<file path="config.mk">
export PLATFORM = sky130hd
export DESIGN_NAME = rv_g_wb_arbiter_flat
export DESIGN_NICKNAME = d
export VERILOG_FILES = /design/src/rtl/rv_g_wb_arbiter_if.sv /design/src/rtl/rv_g_wb_arbiter.sv /design/src/flat_wrapper.sv
export SDC_FILE = /design/constraint.sdc
export NUM_CORES = 1
export LEC_CHECK = 0
export CORE_AREA = 5 5 137 139
export CTS_CLUSTER_SIZE = 30
export DETAILED_ROUTE_END_ITERATION = 8
export DIE_AREA = 0 0 142 144
export PLACE_DENSITY_LB_ADDON = 0.05
export SETUP_SLACK_MARGIN = 0.5
export SLEW_MARGIN = 30
export SYNTH_ARGS = -nofsm -noshare
export SYNTH_HDL_FRONTEND = slang
export SYNTH_SLANG_ARGS = --single-unit
</file>
<file path="constraint.sdc">
create_clock -name clk_i -period 6.8 [get_ports clk_i]
set_input_delay 1.36 -clock clk_i [delete_from_list [all_inputs] [get_ports clk_i]]
set_output_delay 1.36 -clock clk_i [all_outputs]
set_load 0.01 [all_outputs]
</file>
<file path="src/rtl/rv_g_wb_arbiter_if.sv">
// Writeback arbiter bus: per-source result beats in, register-file write/unlock port out.
// The slave modport is the arbiter's view; the master modport is the execution-unit /
// register-file side that drives results and observes the write port.
interface rv_g_wb_arbiter_if #(
    parameter int unsigned NUM_SRC = 4,
    parameter int unsigned XLEN    = 64,
    parameter int unsigned FLEN    = 32
);
    localparam int unsigned MaxLen = (FLEN > XLEN) ? FLEN : XLEN;

    // Per-source result beats
    logic [NUM_SRC-1:0]             src_valid_i;
    logic [NUM_SRC-1:0][5:0]        src_addr_i;
    logic [NUM_SRC-1:0][MaxLen-1:0] src_data_i;
    logic [NUM_SRC-1:0]             src_ready_o;

    // Register-file write/unlock port
    logic [5:0]                     wr_addr_o;
    logic [MaxLen-1:0]              wr_data_o;
    logic                           wr_en_o;

    modport master (
        output src_valid_i,
        output src_addr_i,
        output src_data_i,
        input  src_ready_o,
        input  wr_addr_o,
        input  wr_data_o,
        input  wr_en_o
    );

    modport slave (
        input  src_valid_i,
        input  src_addr_i,
        input  src_data_i,
        output src_ready_o,
        output wr_addr_o,
        output wr_data_o,
        output wr_en_o
    );
endinterface

</file>
<file path="src/rtl/rv_g_wb_arbiter.sv">
// Writeback-stage round-robin arbiter.
// Merges result beats from NUM_SRC execution units onto the single register-file write/unlock
// port. At most one beat is accepted per cycle; the winner is registered onto wr_*_o with a
// latency of one cycle, so a sustained throughput of one write per cycle is possible.
// rr_q names the highest-priority source; after a grant it moves to the source after the winner,
// which bounds the wait of a continuously valid source to NUM_SRC cycles.
// Optional build macro RV_G_WB_DROP_X0_EN: beats addressed to integer x0 (6'd0) are accepted but
// produce no register-file write (x0 is never locked, so no unlock is needed either).
module rv_g_wb_arbiter #(
    parameter int unsigned NUM_SRC = 4,
    parameter int unsigned XLEN    = 64,
    parameter int unsigned FLEN    = 32
) (
    input  logic              clk_i,
    input  logic              rst_i,
    rv_g_wb_arbiter_if.slave  bus
);

    localparam int unsigned MaxLen = (FLEN > XLEN) ? FLEN : XLEN;
    localparam int unsigned RrW    = (NUM_SRC > 1) ? $clog2(NUM_SRC) : 1;

    // Round-robin pointer
    logic [RrW-1:0]    rr_q, rr_d;

    // Output register
    logic              wr_en_q, wr_en_d;
    logic [5:0]        wr_addr_q, wr_addr_d;
    logic [MaxLen-1:0] wr_data_q, wr_data_d;

    // Arbitration results
    logic              grant_any;
    logic [RrW-1:0]    grant_idx;
    logic [RrW-1:0]    cand_idx;
    logic [NUM_SRC-1:0] ready;
    logic              drop_x0;

    // Source index reached after stepping off positions from base, wrapping at NUM_SRC.
    // base is always below NUM_SRC after reset, so one subtraction is enough.
    function automatic logic [RrW-1:0] scan_idx(input logic [RrW-1:0] base,
                                                input int unsigned off);
        int unsigned sum;
        sum = 32'(base) + off;
        if (sum >= NUM_SRC) begin
            sum = sum - NUM_SRC;
        end
        return sum[RrW-1:0];
    endfunction

    // Scan from rr_q upwards (mod NUM_SRC) and grant the first valid source; none in reset.
    always_comb begin
        grant_any = 1'b0;
        grant_idx = '0;
        cand_idx  = '0;
        for (int unsigned i = 0; i < NUM_SRC; i++) begin
            cand_idx = scan_idx(rr_q, i);
            if (!grant_any && bus.src_valid_i[cand_idx]) begin
                grant_any = 1'b1;
                grant_idx = cand_idx;
            end
        end
        if (rst_i) begin
            grant_any = 1'b0;
        end
    end

    // One-hot accept towards the granted source.
    always_comb begin
        ready = '0;
        for (int unsigned k = 0; k < NUM_SRC; k++) begin
            ready[k] = grant_any && (grant_idx == RrW'(k));
        end
    end

`ifdef RV_G_WB_DROP_X0_EN
    // Integer x0 only; FP f0 (6'd32) is a real write.
    assign drop_x0 = (bus.src_addr_i[grant_idx] == 6'd0);
`else
    assign drop_x0 = 1'b0;
`endif

    // Next pointer and next write-port contents; address/data hold when nothing is written.
    always_comb begin
        rr_d      = rr_q;
        wr_en_d   = 1'b0;
        wr_addr_d = wr_addr_q;
        wr_data_d = wr_data_q;
        if (grant_any) begin
            rr_d = (grant_idx == RrW'(NUM_SRC - 1)) ? '0 : grant_idx + RrW'(1);
            if (!drop_x0) begin
                wr_en_d   = 1'b1;
                wr_addr_d = bus.src_addr_i[grant_idx];
                wr_data_d = bus.src_data_i[grant_idx];
            end
        end
    end

    // State registers with synchronous active-high reset.
    always_ff @(posedge clk_i) begin
        if (rst_i) begin
            rr_q      <= '0;
            wr_en_q   <= 1'b0;
            wr_addr_q <= '0;
            wr_data_q <= '0;
        end else begin
            rr_q      <= rr_d;
            wr_en_q   <= wr_en_d;
            wr_addr_q <= wr_addr_d;
            wr_data_q <= wr_data_d;
        end
    end

    assign bus.src_ready_o = ready;
    assign bus.wr_en_o     = wr_en_q;
    assign bus.wr_addr_o   = wr_addr_q;
    assign bus.wr_data_o   = wr_data_q;

    // Protocol invariants
    a_ready_onehot0 : assert property (@(posedge clk_i) disable iff (rst_i)
        $onehot0(bus.src_ready_o));
    a_ready_needs_valid : assert property (@(posedge clk_i) disable iff (rst_i)
        (bus.src_ready_o & ~bus.src_valid_i) == '0);
    a_no_ready_in_reset : assert property (@(posedge clk_i)
        rst_i |-> (bus.src_ready_o == '0));
    a_rr_in_range : assert property (@(posedge clk_i) disable iff (rst_i)
        32'(rr_q) < NUM_SRC);
    a_write_follows_grant : assert property (@(posedge clk_i) disable iff (rst_i)
        (grant_any && !drop_x0) |=> wr_en_q);

endmodule

</file>
<file path="src/flat_wrapper.sv">
// flat-port wrapper written by rule: the top's interface ports become plain ports
module rv_g_wb_arbiter_flat 
#(
    parameter int unsigned NUM_SRC = 4,
    parameter int unsigned XLEN    = 64,
    parameter int unsigned FLEN    = 32
)
  (clk_i, rst_i, bus_src_valid_i, bus_src_addr_i, bus_src_data_i, bus_src_ready_o, bus_wr_addr_o, bus_wr_data_o, bus_wr_en_o);
  rv_g_wb_arbiter_if #(.NUM_SRC(NUM_SRC), .XLEN(XLEN), .FLEN(FLEN)) bus_i ();
  input  logic clk_i;
  input  logic rst_i;
  input wire logic [$bits(bus_i.src_valid_i)-1:0] bus_src_valid_i;
  input wire logic [$bits(bus_i.src_addr_i)-1:0] bus_src_addr_i;
  input wire logic [$bits(bus_i.src_data_i)-1:0] bus_src_data_i;
  output wire logic [$bits(bus_i.src_ready_o)-1:0] bus_src_ready_o;
  output wire logic [$bits(bus_i.wr_addr_o)-1:0] bus_wr_addr_o;
  output wire logic [$bits(bus_i.wr_data_o)-1:0] bus_wr_data_o;
  output wire logic [$bits(bus_i.wr_en_o)-1:0] bus_wr_en_o;
  assign bus_i.src_valid_i = bus_src_valid_i;
  assign bus_i.src_addr_i = bus_src_addr_i;
  assign bus_i.src_data_i = bus_src_data_i;
  assign bus_src_ready_o = bus_i.src_ready_o;
  assign bus_wr_addr_o = bus_i.wr_addr_o;
  assign bus_wr_data_o = bus_i.wr_data_o;
  assign bus_wr_en_o = bus_i.wr_en_o;
  rv_g_wb_arbiter #(.NUM_SRC(NUM_SRC), .XLEN(XLEN), .FLEN(FLEN)) u_core (.clk_i(clk_i), .rst_i(rst_i), .bus(bus_i));
endmodule
</file>
Yosys cells after proc, flatten, opt, wreduce, memory -nomap -nowiden
Index checks and enable logic that the tools add are counted.

Flip-flop bits (word level): 73. Logic and storage cells: 62. Input bits: 286.

Reduce and logical (&&, ||, !) cells: 11. Order comparisons: 9. Mux-type cells: 27. Add/subtract/negate cells: 8. Eq/ne operators: 3.

Operators with widths (number): 64-bit binary-select mux with 2-bit select (1); 64-bit two-way mux (1); 2-bit two-way mux (9); 2-bit by 3-bit less-than comparator with 1-bit output, second input constant (5); 6-bit binary-select mux with 2-bit select (1); 1-bit two-way mux (10); 3-bit greater-or-equal comparator, second input constant (3); 1-bit binary-select mux with 2-bit select (4); 2-bit by 1-bit subtractor with 2-bit output, second input constant (4); 1-bit logical AND (7); 2-bit by 2-bit adder with 3-bit output, second input constant (2); 6-bit two-way mux (1); 2-bit equality test, second input constant (2); 2-bit by 1-bit adder with 3-bit output, second input constant (1); 2-bit by 3-bit greater-or-equal comparator with 1-bit output, second input constant (1); 1-bit zero test (3); 2-bit by 1-bit adder with 2-bit output, second input constant (1); 2-bit by 1-bit equality test with 1-bit output, second input constant (1); 2-bit zero test (1).

Longest topological paths before layout
Depth after elaboration: 16. Depth in mapped cells: 8. Depth with buffers taken out: 5.

Least setup slack after synthesis
No wires, ideal clock.

Path type: input to output. Start point: in bus_src_valid_i[2]. End point: out bus_src_ready_o[1]. Stages: 7. Arrival time: 2.886 ns. Path slack: 2.554 ns. Path through: nor2b_1 > or4b_4 > buf_6 > buf_6 > buf_6 > and2_1 > nor3_1.

Cells in the longest elaborated chain, start to end: 14. Elaborated cells between the ends (all ways): 25.

RTL lines: from (decl) (RTL line flat_wrapper.sv:12) `input wire logic [$bits(bus_i.src_valid_i)-1:0] bus_src_valid_i;`; 1-bit binary-select mux with 2-bit select (RTL line rv_g_wb_arbiter.sv:56) `if (!grant_any && bus.src_valid_i[cand_idx]) begin`; 1-bit two-way mux (implied by the code) (RTL line rv_g_wb_arbiter.sv:56); 1-bit two-way mux (RTL line rv_g_wb_arbiter.sv:56); 1-bit zero test (RTL line rv_g_wb_arbiter.sv:56); 1-bit logical AND (RTL line rv_g_wb_arbiter.sv:56); 1-bit two-way mux (RTL line rv_g_wb_arbiter.sv:56); 1-bit zero test (RTL line rv_g_wb_arbiter.sv:56); 1-bit logical AND (RTL line rv_g_wb_arbiter.sv:56); 1-bit two-way mux (RTL line rv_g_wb_arbiter.sv:56); 1-bit zero test (RTL line rv_g_wb_arbiter.sv:56); 1-bit logical AND (RTL line rv_g_wb_arbiter.sv:56); 2-bit two-way mux or 1-bit two-way mux (tied branches) (RTL line rv_g_wb_arbiter.sv:56); 2-bit by 1-bit equality test with 1-bit output or 1-bit two-way mux (tied branches) (RTL line rv_g_wb_arbiter.sv:70, rv_g_wb_arbiter.sv:61); 1-bit logical AND * (RTL line rv_g_wb_arbiter.sv:70) `ready[k] = grant_any && (grant_idx == RrW'(k));`; to (decl) (RTL line flat_wrapper.sv:15) `output wire logic [$bits(bus_i.src_ready_o)-1:0] bus_src_ready_o;`.

Mark *: on every way between the ends. The rest lies on a longest branch, timed or not. The select of a mux whose other input is x is not followed.

Worst setup path in the final report
Start point: in bus_src_valid_i[0]. End point: out bus_src_ready_o[0].

Cells in the longest elaborated chain, start to end: 14. Elaborated cells between the ends (all ways): 25.

RTL lines (RTL line): 1-bit binary-select mux with 2-bit select (rv_g_wb_arbiter.sv:56); 1-bit two-way mux (implied by the code) (rv_g_wb_arbiter.sv:56); 1-bit two-way mux (rv_g_wb_arbiter.sv:56); 1-bit zero test (rv_g_wb_arbiter.sv:56); 1-bit logical AND (rv_g_wb_arbiter.sv:56); 1-bit two-way mux (rv_g_wb_arbiter.sv:56); 1-bit zero test (rv_g_wb_arbiter.sv:56); 1-bit logical AND (rv_g_wb_arbiter.sv:56); 1-bit two-way mux (rv_g_wb_arbiter.sv:56); 1-bit zero test (rv_g_wb_arbiter.sv:56); 1-bit logical AND (rv_g_wb_arbiter.sv:56); 1-bit two-way mux or 2-bit two-way mux (tied branches) (rv_g_wb_arbiter.sv:56); 1-bit two-way mux or 2-bit zero test (tied branches) (rv_g_wb_arbiter.sv:61, rv_g_wb_arbiter.sv:70); 1-bit logical AND * (rv_g_wb_arbiter.sv:70).

Marked as above.

==> flow_summary.json <==
{
  "ios": 361,
  "highest_layer": "met4",
  "async_reset_ff_share_pct": 0,
  "grt_usage_pct": 21.6,
  "utilization_pct": 50.8,
  "dr.pass1.iters": 4,
  "met2WireLength_um": 11800,
  "layout-drive-gt1-share_pct": 9.08,
  "row_count": 49,
  "grt_antenna_before_repair": 1,
  "critPathMostFrequentCell": "clkdlybuf4s50_1",
  "grt_pass1_wl_um": 34700,
  "arrival_ps": 3820,
  "routed_wl_um": 23500,
  "power_w": 0.00212,
  "cp-end-kind": "output port",
  "timing.final.crit_period_ps": 5180,
  "synth_edf_count": 0,
  "crit_fanout": 69,
  "ir_worst_vdd_uv": 115,
  "r2r_slack_ps": 3870,
  "die_w_um": 142,
  "remaining_drc_errors": 0,
  "synth_cell_types": 26,
  "fin_setup_tns_ps": 0,
  "dpl.hpwl_um": 16400,
  "wl_per_cell_um": 20.7,
  "synth-warning-count": 0,
  "synth_fp_nets": 884,
  "met3_wirelength_um": 1800,
  "worstReg2RegEnd": "u_core.bus.wr_data_o[63]",
  "setup_viol": 0,
  "insertion_delay_ps": 340,
  "hold_violations": 0,
  "clockBufferDepth": 2,
  "routed-via-count": 6006,
  "skew_ps": 6.88,
  "io_buffers": 360,
  "tritoncts": "done",
  "p_leak_nw": 3.32,
  "cts-resized-gates": 0,
  "cpPeakStageDelay_ps": 700,
  "holdPathStages": 2,
  "max_slew_margin_pct": 38.1,
  "r2r_start": "u_core.rr_q[0]",
  "syn_area_per_cell_um2": 8.48,
  "powerDensity_nw_per_um2": 238,
  "grt_pass1_vias": 6094,
  "synthesis.instances": 598,
  "core_um2": 17500,
  "start_util_pct": 28.9,
  "cts-root-buf": "clkbuf_16",
  "area_growth_pct": 75.7,
  "synth_top_flop_cell": "dfxtp_1",
  "reg2reg_depth": 6,
  "grt_start_max_net_pins": 126,
  "place_congestion": 0.902,
  "min_from": "u_core.bus.wr_data_o[36]",
  "syn_area_um2": 5070,
  "hold_buffers": 0,
  "dr.first_iter.drc_count": 247,
  "hold_class": "register to register",
  "worstPathCellList": "clkdlybuf4s50_1, nor2b_1, or4_4, nand2_8, nor3_1, clkdlybuf4s50_1",
  "cp-start-kind": "input port",
  "cts_post_setup_buffers_inserted": 0,
  "drv_slew": 0,
  "maxCapViolCount": 0,
  "die_h_um": 144,
  "cts.sinks": 73,
  "ys_ff_latch": 73,
  "drt-vias-per-instance": 5.30,
  "clk_pin_slew_ps": 50,
  "wl_met1_um": 9090,
  "min_to": "u_core.bus.wr_data_o[36]",
  "grt-ovfl-total": 0,
  "status": "completed",
  "design.die.area_um2": 20400,
  "timing.fmax_mhz": 193,
  "grt_setup_unrepaired": "no",
  "seq_area_frac_synth_pct": 28.8,
  "htreeDepth": 3,
  "cp_slowest_cell": "or4_4",
  "cp_data_required_time_ps": 5440,
  "postRouteAntennaNets": 0,
  "timing_worst_setup_path_type": "input port to output port",
  "cts-buffers-inserted": 9,
  "nets": 1185,
  "tightest_slew_ps": 929,
  "min_period_over_period_pct": 76.1
}
[cells in the mapped netlist, drive strengths merged, types with 4 or more instances]
master | n | area share, %
and3 | 140 | 17
nand2 | 73 | 5.6
nor2 | 5 | 0.37
a211oi | 140 | 26
clkbuf | 41 | 3.0
nor2b | 4 | 0.49
nor3 | 5 | 0.49
dfxtp | 73 | 29
o31ai | 70 | 10
buf | 36 | 5.8
[how the worst max path moves through the flow]
stage,start,end,slack [ps],cells after the start
after CTS,bus_src_valid_i[3],bus_src_ready_o[0],1650,6
final,bus_src_valid_i[0],bus_src_ready_o[0],1620,6
after global placement,bus_src_valid_i[3],bus_src_ready_o[2],1670,6
after floorplan,bus_src_valid_i[2],bus_src_ready_o[1],2550,7
after global routing,bus_src_valid_i[2],bus_src_ready_o[0],1470,6
after detailed placement,bus_src_valid_i[3],bus_src_ready_o[0],1650,6
[critical path: cells and delay by family]
kind,cells,cell delay (ps)
AND/OR/NAND/NOR,4,1420
buffers and inverters,2,990
[power by group]
group	switching (W)	leakage, nW	internal, W
combinational	0.000523	2.56	0.000531
clock	0.000187	0.148	0.000301
sequential	0.0000516	0.608	0.000524
total	0.000761	3.32	0.00136
[per-layer routing]
| layer | global-route usage [%] | up-vias |
|---|---|---|
| met5 | 0 | - |
| met4 | 9.49 | 0 |
| met3 | 5.75 | 41 |
| met1 | 24.8 | 2795 |
| li1 | - | 2915 |
| met2 | 37.9 | 255 |
[cell usage in the layout, fill, tap and decap left out, types with 2 or more instances in the layout]
cell and count:
a211oi_1 86, a211oi_2 54, and3_1 140, buf_4 4
buf_6 3, clkbuf_16 9, clkbuf_8 2, clkdlybuf4s50_1 360
clkinv_2 2, dfxtp_1 73, nand2_1 72, nor2_1 4
nor2b_1 4, nor3_1 5, o31ai_1 70
[through the flow]
stage | hold WS [ps] | cell area [um2] | setup slack (ps) | std cells
finish | 447 | 8910 | 1620 | 1133
CTS | 455 | 8900 | 1650 | 1132
floorplan | 474 | 5070 | 2550 | 598
detailed placement | 441 | 8600 | 1650 | 1117
global route | 473 | 8910 | 1470 | 1133
global placement | 432 | 8600 | 1670 | 1117
[layout make-up]
cell class                 instances  area, um2
timing repair buffer             367       3670
multi-input combinational        447       3190
clock inverter                     3       40.0
sequential                        73       1460
clock buffer                      12        256
fill                            1669       8620
tap                              229        287
inverter                           1       3.75
antenna                            1       2.50
[logic make-up (layout without fill, tap and decap cells)]
group | Yosys count | in the layout | synth area share [%]
buf+inv | 78 | 383 | 8.88
other cells | 0 | 1 | 0
flops | 73 | 73 | 28.8
simple gates | 232 | 232 | 25.0
xor+xnor | 1 | 1 | 0.173
compound gates | 214 | 214 | 37.2
[registers in the layout (all words and copies together), names as in the netlist]
name and cells:
u_core.rr_q 2, u_core.bus.wr_data_o 64, u_core.bus.wr_addr_o 6, u_core.bus.wr_en_o 1
No activity file was read; power rests on OpenSTA's default activity.
